## config.mk

```make
export PLATFORM = sky130hd
export DESIGN_NAME = lbist_tpg
export DESIGN_NICKNAME = d
export VERILOG_FILES = /design/src/rtl/lbist_pkg.sv /design/src/rtl/lbist_lfsr.sv /design/src/rtl/lbist_tpg.sv
export SDC_FILE = /design/constraint.sdc
export NUM_CORES = 1
export LEC_CHECK = 0
export BUFFER_PORTS_ARGS = -buffer_cell sky130_fd_sc_hd__buf_2
export CORE_MARGIN = 4
export CORE_UTILIZATION = 51
export DETAILED_ROUTE_END_ITERATION = 8
export PLACE_DENSITY = 0.7
export SLEW_MARGIN = 20
export SYNTH_ARGS = -nofsm -noshare
export SYNTH_HDL_FRONTEND = slang
export SYNTH_HIERARCHICAL = 1
export SYNTH_SLANG_ARGS = --single-unit
```

## constraint.sdc

```tcl
create_clock -name clk -period 2.7 [get_ports clk]
set_input_delay 0.135 -clock clk [delete_from_list [all_inputs] [get_ports clk]]
set_output_delay 0.135 -clock clk [all_outputs]
set_load 0.05 [all_outputs]
```

## src/rtl/lbist_pkg.sv

```systemverilog
// Shared LBIST definitions: LFSR geometry, feedback taps, phase-shifter
// offsets and the pattern-sequencer state encoding.
package lbist_pkg;

    localparam int LFSR_W = 24;

    // Feedback taps of x^24+x^23+x^22+x^17+1 (bit indices into the LFSR).
    localparam int TAP_A = 23;
    localparam int TAP_B = 22;
    localparam int TAP_C = 21;
    localparam int TAP_D = 16;
    localparam logic [LFSR_W-1:0] TAP_MASK = (LFSR_W'(1) << TAP_A) | (LFSR_W'(1) << TAP_B)
                                           | (LFSR_W'(1) << TAP_C) | (LFSR_W'(1) << TAP_D);

    // Chain i is fed lfsr[i+PS_OFF0] ^ lfsr[i+PS_OFF1] ^ lfsr[i+PS_OFF2].
    localparam int PS_OFF0 = 0;
    localparam int PS_OFF1 = 8;
    localparam int PS_OFF2 = 16;

    typedef enum logic [2:0] {
        IDLE,
        SHIFT,
        CAPTURE,
        UNLOAD,
        DONE
    } tpg_state_e;

endpackage

```

## src/rtl/lbist_lfsr.sv

```systemverilog
// Fibonacci LFSR with synchronous reload and advance enable; reset and load
// both return it to SEED.
module lbist_lfsr
    import lbist_pkg::*;
#(
    parameter int                WIDTH = LFSR_W,
    parameter logic [WIDTH-1:0]  SEED  = WIDTH'(1)
) (
    input  logic             clk,
    input  logic             rst_n,
    input  logic             load,
    input  logic             adv,
    output logic [WIDTH-1:0] q
);

    logic fb;

    assign fb = ^(q & WIDTH'(TAP_MASK));

    // State register: load has priority over advance.
    always_ff @(posedge clk or negedge rst_n) begin
        if (!rst_n)     q <= SEED;
        else if (load)  q <= SEED;
        else if (adv)   q <= {q[WIDTH-2:0], fb};
    end

    // An all-zero seed locks the LFSR at zero forever.
    a_seed_nonzero: assert property (@(posedge clk) SEED != '0);

endmodule

```

## src/rtl/lbist_tpg.sv

```systemverilog
// LBIST test pattern generator: drives pseudo-random scan-in data through a
// phase shifter and sequences shift / capture / final unload for each run.
module lbist_tpg
    import lbist_pkg::*;
#(
    parameter int          N_CHAINS   = 7,
    parameter int          CHAIN_LEN  = 64,
    parameter int          N_PATTERNS = 1000,
    parameter int unsigned SEED       = 1000
) (
    input  logic                              clk,
    input  logic                              rst_n,
    input  logic                              start,
    output logic [N_CHAINS-1:0]               scan_in,
    output logic                              scan_en,
    output logic                              eval_en,
    output logic                              busy,
    output logic                              done,
    output logic [$clog2(N_PATTERNS+1)-1:0]   pat_cnt
);

    localparam int SC_W = (CHAIN_LEN > 1) ? $clog2(CHAIN_LEN) : 1;
    localparam int PC_W = $clog2(N_PATTERNS + 1);
    localparam logic [SC_W-1:0] SC_LAST = SC_W'(CHAIN_LEN - 1);
    localparam logic [PC_W-1:0] PC_MAX  = PC_W'(N_PATTERNS);

    tpg_state_e        state, state_nxt;
    logic [SC_W-1:0]   sh_cnt;
    logic [PC_W-1:0]   pat_inc;
    logic              sh_last;
    logic              lfsr_load, lfsr_adv;
    logic [LFSR_W-1:0] lfsr;
    logic [N_CHAINS-1:0] ps;

    assign sh_last = (sh_cnt == SC_LAST);
    assign pat_inc = pat_cnt + PC_W'(1);

    lbist_lfsr #(
        .WIDTH (LFSR_W),
        .SEED  (LFSR_W'(SEED))
    ) u_lfsr (
        .clk   (clk),
        .rst_n (rst_n),
        .load  (lfsr_load),
        .adv   (lfsr_adv),
        .q     (lfsr)
    );

    // State register.
    always_ff @(posedge clk or negedge rst_n) begin
        if (!rst_n) state <= IDLE;
        else        state <= state_nxt;
    end

    // Next state and phase outputs; start only matters in IDLE and DONE.
    always_comb begin
        state_nxt = state;
        scan_en   = 1'b0;
        eval_en   = 1'b0;
        busy      = 1'b0;
        done      = 1'b0;
        lfsr_load = 1'b0;
        lfsr_adv  = 1'b0;
        case (state)
            IDLE: begin
                if (start) begin
                    state_nxt = SHIFT;
                    lfsr_load = 1'b1;
                end
            end
            SHIFT: begin
                scan_en  = 1'b1;
                busy     = 1'b1;
                lfsr_adv = 1'b1;
                if (sh_last) state_nxt = CAPTURE;
            end
            CAPTURE: begin
                eval_en   = 1'b1;
                busy      = 1'b1;
                state_nxt = (pat_inc == PC_MAX) ? UNLOAD : SHIFT;
            end
            UNLOAD: begin
                scan_en  = 1'b1;
                busy     = 1'b1;
                lfsr_adv = 1'b1;
                if (sh_last) state_nxt = DONE;
            end
            DONE: begin
                done = 1'b1;
                if (start) begin
                    state_nxt = SHIFT;
                    lfsr_load = 1'b1;
                end
            end
            default: state_nxt = IDLE;
        endcase
    end

    // Shift counter restarts every phase; pat_cnt counts captures and saturates.
    always_ff @(posedge clk or negedge rst_n) begin
        if (!rst_n) begin
            sh_cnt  <= '0;
            pat_cnt <= '0;
        end else begin
            case (state)
                IDLE, DONE: begin
                    if (start) begin
                        sh_cnt  <= '0;
                        pat_cnt <= '0;
                    end
                end
                SHIFT, UNLOAD: sh_cnt <= sh_last ? '0 : sh_cnt + SC_W'(1);
                CAPTURE: begin
                    sh_cnt <= '0;
                    if (pat_cnt != PC_MAX) pat_cnt <= pat_inc;
                end
                default: sh_cnt <= '0;
            endcase
        end
    end

    // Phase shifter: three-way XOR of the registered LFSR, gated by scan_en.
    always_comb begin
        ps      = N_CHAINS'((lfsr >> PS_OFF0) ^ (lfsr >> PS_OFF1) ^ (lfsr >> PS_OFF2));
        scan_in = scan_en ? ps : '0;
    end

endmodule

```

==> results.sh <==
export IMPL_regToRegSetupSlack_ns=0.71
export IMPL_placedInstanceArea_um2=2520
export IMPL_dr_pass1_iters=4
export IMPL_max_vdd_ir_drop_v=0.000758
export IMPL_synth_edf_count=0
export IMPL_clk_path_buf_depth=2
export IMPL_grt_pass1_wl_um=7900
export IMPL_synth_top_area_share=0.387
export IMPL_r2r_end="pat_cnt[9]"
export IMPL_period_share=0.739
export IMPL_synth_top_area_cell="dfrtp_1"
export IMPL_synth_xor_area_share=0.0768
export IMPL_worstPathArrival_ns=2.19
export IMPL_grtUsageTotal=0.167
export IMPL_fin_setup_tns_ns=0
export IMPL_period_minus_slack_ns=1.99
export IMPL_dp_hpwl_um=3160
export IMPL_cp_top_family="compound AO/OA/AOI/OAI gates"
export IMPL_syn_avg_cell_area_um2=10.0
export IMPL_core_area_um2=4440
export IMPL_cts_resized=0
export IMPL_async_reset_ff_frac=1.00
export IMPL_slew_violations=0
export IMPL_worstPathMaxFanout=10
export IMPL_cpPeakStageDelay_ns=0.47
export IMPL_tritoncts="done"
export IMPL_synth_top_family_by_area="simple AND/OR/NAND/NOR gates"
export IMPL_grt_antenna_before_repair=0
export IMPL_drt_iter0_drc=82
export IMPL_r2r_start="pat_cnt[0]"
export IMPL_syn_area_um2=2390
export IMPL_postCtsSetupBuffers=0
export IMPL_yosys_top_cells_area="dfrtp_1 39%, mux2i_1 7.5%, dfstp_2 6.6%"
export IMPL_overflow=0
export IMPL_wirelength_um=4590
export IMPL_start_util=0.539
export IMPL_critical_path_buf_inv_count=1
export IMPL_p_leak_nw=1.30
export IMPL_io_pins=24
export IMPL_grt_pass1_vias=1640
export IMPL_worstSetupPathType="reg2reg"
export IMPL_ys_warn_count=6
export IMPL_ant_nets=0
export IMPL_htree_levels=2
export IMPL_synth_compound_area_frac=0.136
export IMPL_hold_viol_final=37
export IMPL_insertedDiodeCount=0
export IMPL_final_util=0.587
export IMPL_viasPerCell=5.51
export IMPL_portBuffers=23
export IMPL_violations="negative hold slack"
export IMPL_rr_worst_depth=6
export IMPL_route_detailed_drc=0
export IMPL_slew_headroom=0.372
export IMPL_route_vias_total=1737
export IMPL_syn_to_final_growth_pct=8.93
export IMPL_fp_row_count=24
export IMPL_rsz0062_at_grt="no"
export IMPL_drv_cap=0
export IMPL_outcome="complete, but fails checks"
export IMPL_clock_latency_ns=0.30
export IMPL_seq_area_frac_synth=0.452
export IMPL_path_clk_slew_ns=0.08
export IMPL_skew_ns=0.00784
export IMPL_cts_sinks=43
export IMPL_drive_gt1_frac=0.190
export IMPL_cts_made_buffers=5
export IMPL_powerDensity_nw_per_um2=1090
export IMPL_cp_slowest_cell="dfrtp_1"
export IMPL_gp_congestion=0.792
export IMPL_die_area_um2=5860
export IMPL_cts_hold_buf=0
export IMPL_fin_area_um2=2610
export IMPL_die_h_um=76.5
export IMPL_synth_ff_type="dfrtp_1"
export IMPL_synth_cell_types=47
export IMPL_synth_seq_cells=43
export IMPL_synth_cells=239
export IMPL_end_kind="flop"
export IMPL_grt_max_degree=44
export IMPL_hold_worst_slack_ns=-0.0235
export IMPL_cts_root_buf="clkbuf_8"
export IMPL_worstPathRequired_ns=2.89
export IMPL_wl_per_cell_um=14.6
export IMPL_hp_class="in2async"
export IMPL_worstMarginPinSlew_ns=0.942
export IMPL_synthMuxAreaShare=0.0799
export IMPL_cp_cell_sequence="inv_1, ha_1, nand4b_1, o31ai_1, a21o_1, mux2_2"
export IMPL_nets=269
export IMPL_yosys_area_share_simple=0.190
export IMPL_die_w_um=76.5
export IMPL_synth_adder_area_share=0.0209
export IMPL_startpoint_type="flop"
export IMPL_synth_net_count=246
export IMPL_setup_violations_final=0
export IMPL_fmax_ghz=0.501
-- kinds of logic after synthesis --
group	after synthesis
flip-flops	43
AND/OR/NAND/NOR	88
AO/OA/AOI/OAI	47
adder cells (fa/ha/maj)	4
multiplexers	19
XOR/XNOR	21
buffers and inverters	17
-- stage by stage --
stage	setup slack, ns	std cells	power (W)
final	0.705	315	0.00284
after global routing	0.534	315	0.00302
after CTS	0.722	315	0.00288
after detailed placement	0.720	307	0.00247
after global placement	0.782	307	0.00244
after floorplan	0.653	239	0.00219
-- flip-flops by register name (all words and copies together), names as in the netlist --
register / count
pat_cnt: 10
sh_cnt: 6
state: 3
u_lfsr/q: 24
-- layout by cell type (no fill, tap or decap), drive strengths merged, types with 3 or more instances in the layout --
master and n:
dfrtp 37, nor2 35, buf 27, o21ai 20, mux2i 18, nand2 14, xnor2 12, nor2b 11
xor2 9, nand3 7, inv 6, a211o 6, dfstp 6, and3 6, o31ai 6, clkbuf 6
a21oi 4, ha 4, nand2b 3
-- area by class of cell --
cell class,instances,area (um2)
Inverter,6,22.5
Timing Repair Buffer,27,145
Tap cell,52,65.1
Sequential cell,43,1080
Fill cell,396,1840
Clock inverter,2,12.5
Clock buffer,6,72.6
Multi-Input combinational cell,179,1210
-- routing by layer --
layer,global-route usage,up-vias,part of all wire
met3,0.0284,8,0.042
met2,0.244,39,0.45
met4,0.0779,0,0.020
met5,0,-,0
li1,-,874,-
met1,0.240,816,0.49
-- worst max-delay path by stage --
| stage | to | depth (start not counted) | from |
|---|---|---|---|
| 2_1_floorplan | pat_cnt[8] | 7 | pat_cnt[0] |
| 3_3_place_gp | pat_cnt[9] | 6 | pat_cnt[0] |
| 3_5_place_dp | pat_cnt[9] | 6 | pat_cnt[0] |
| 4_1_cts | pat_cnt[9] | 6 | pat_cnt[0] |
| 5_1_grt | pat_cnt[9] | 6 | pat_cnt[0] |
| 6_report | pat_cnt[9] | 6 | pat_cnt[0] |
-- power breakdown --
part | internal (W) | switching (W)
clock network | 0.000181 | 0.000219
logic | 0.000471 | 0.000868
registers | 0.000893 | 0.000213
-- synthesized netlist by cell type, types with 3 or more instances --
master and instances:
dfrtp_1 37, o31ai_1 5, xor2_1 9, buf_4 3
a21oi_1 4, ha_1 4, dfstp_2 6, nand3_1 6
inv_1 6, a211o_1 6, o21ai_0 19, nor2_1 35
and3_1 5, nand2b_1 3, mux2i_1 18, xnor2_1 12
nor2b_1 11, nand2_1 14, buf_6 3
-- worst reg2reg max path, cell delays in order (launching register included) --
cell and delay [ns]:
dfrtp_1 0.47, inv_1 0.09, ha_1 0.15, nand4b_1 0.20, o31ai_1 0.27, a21o_1 0.35, mux2_2 0.37
Note: power is estimated with default switching activity, not from simulation.
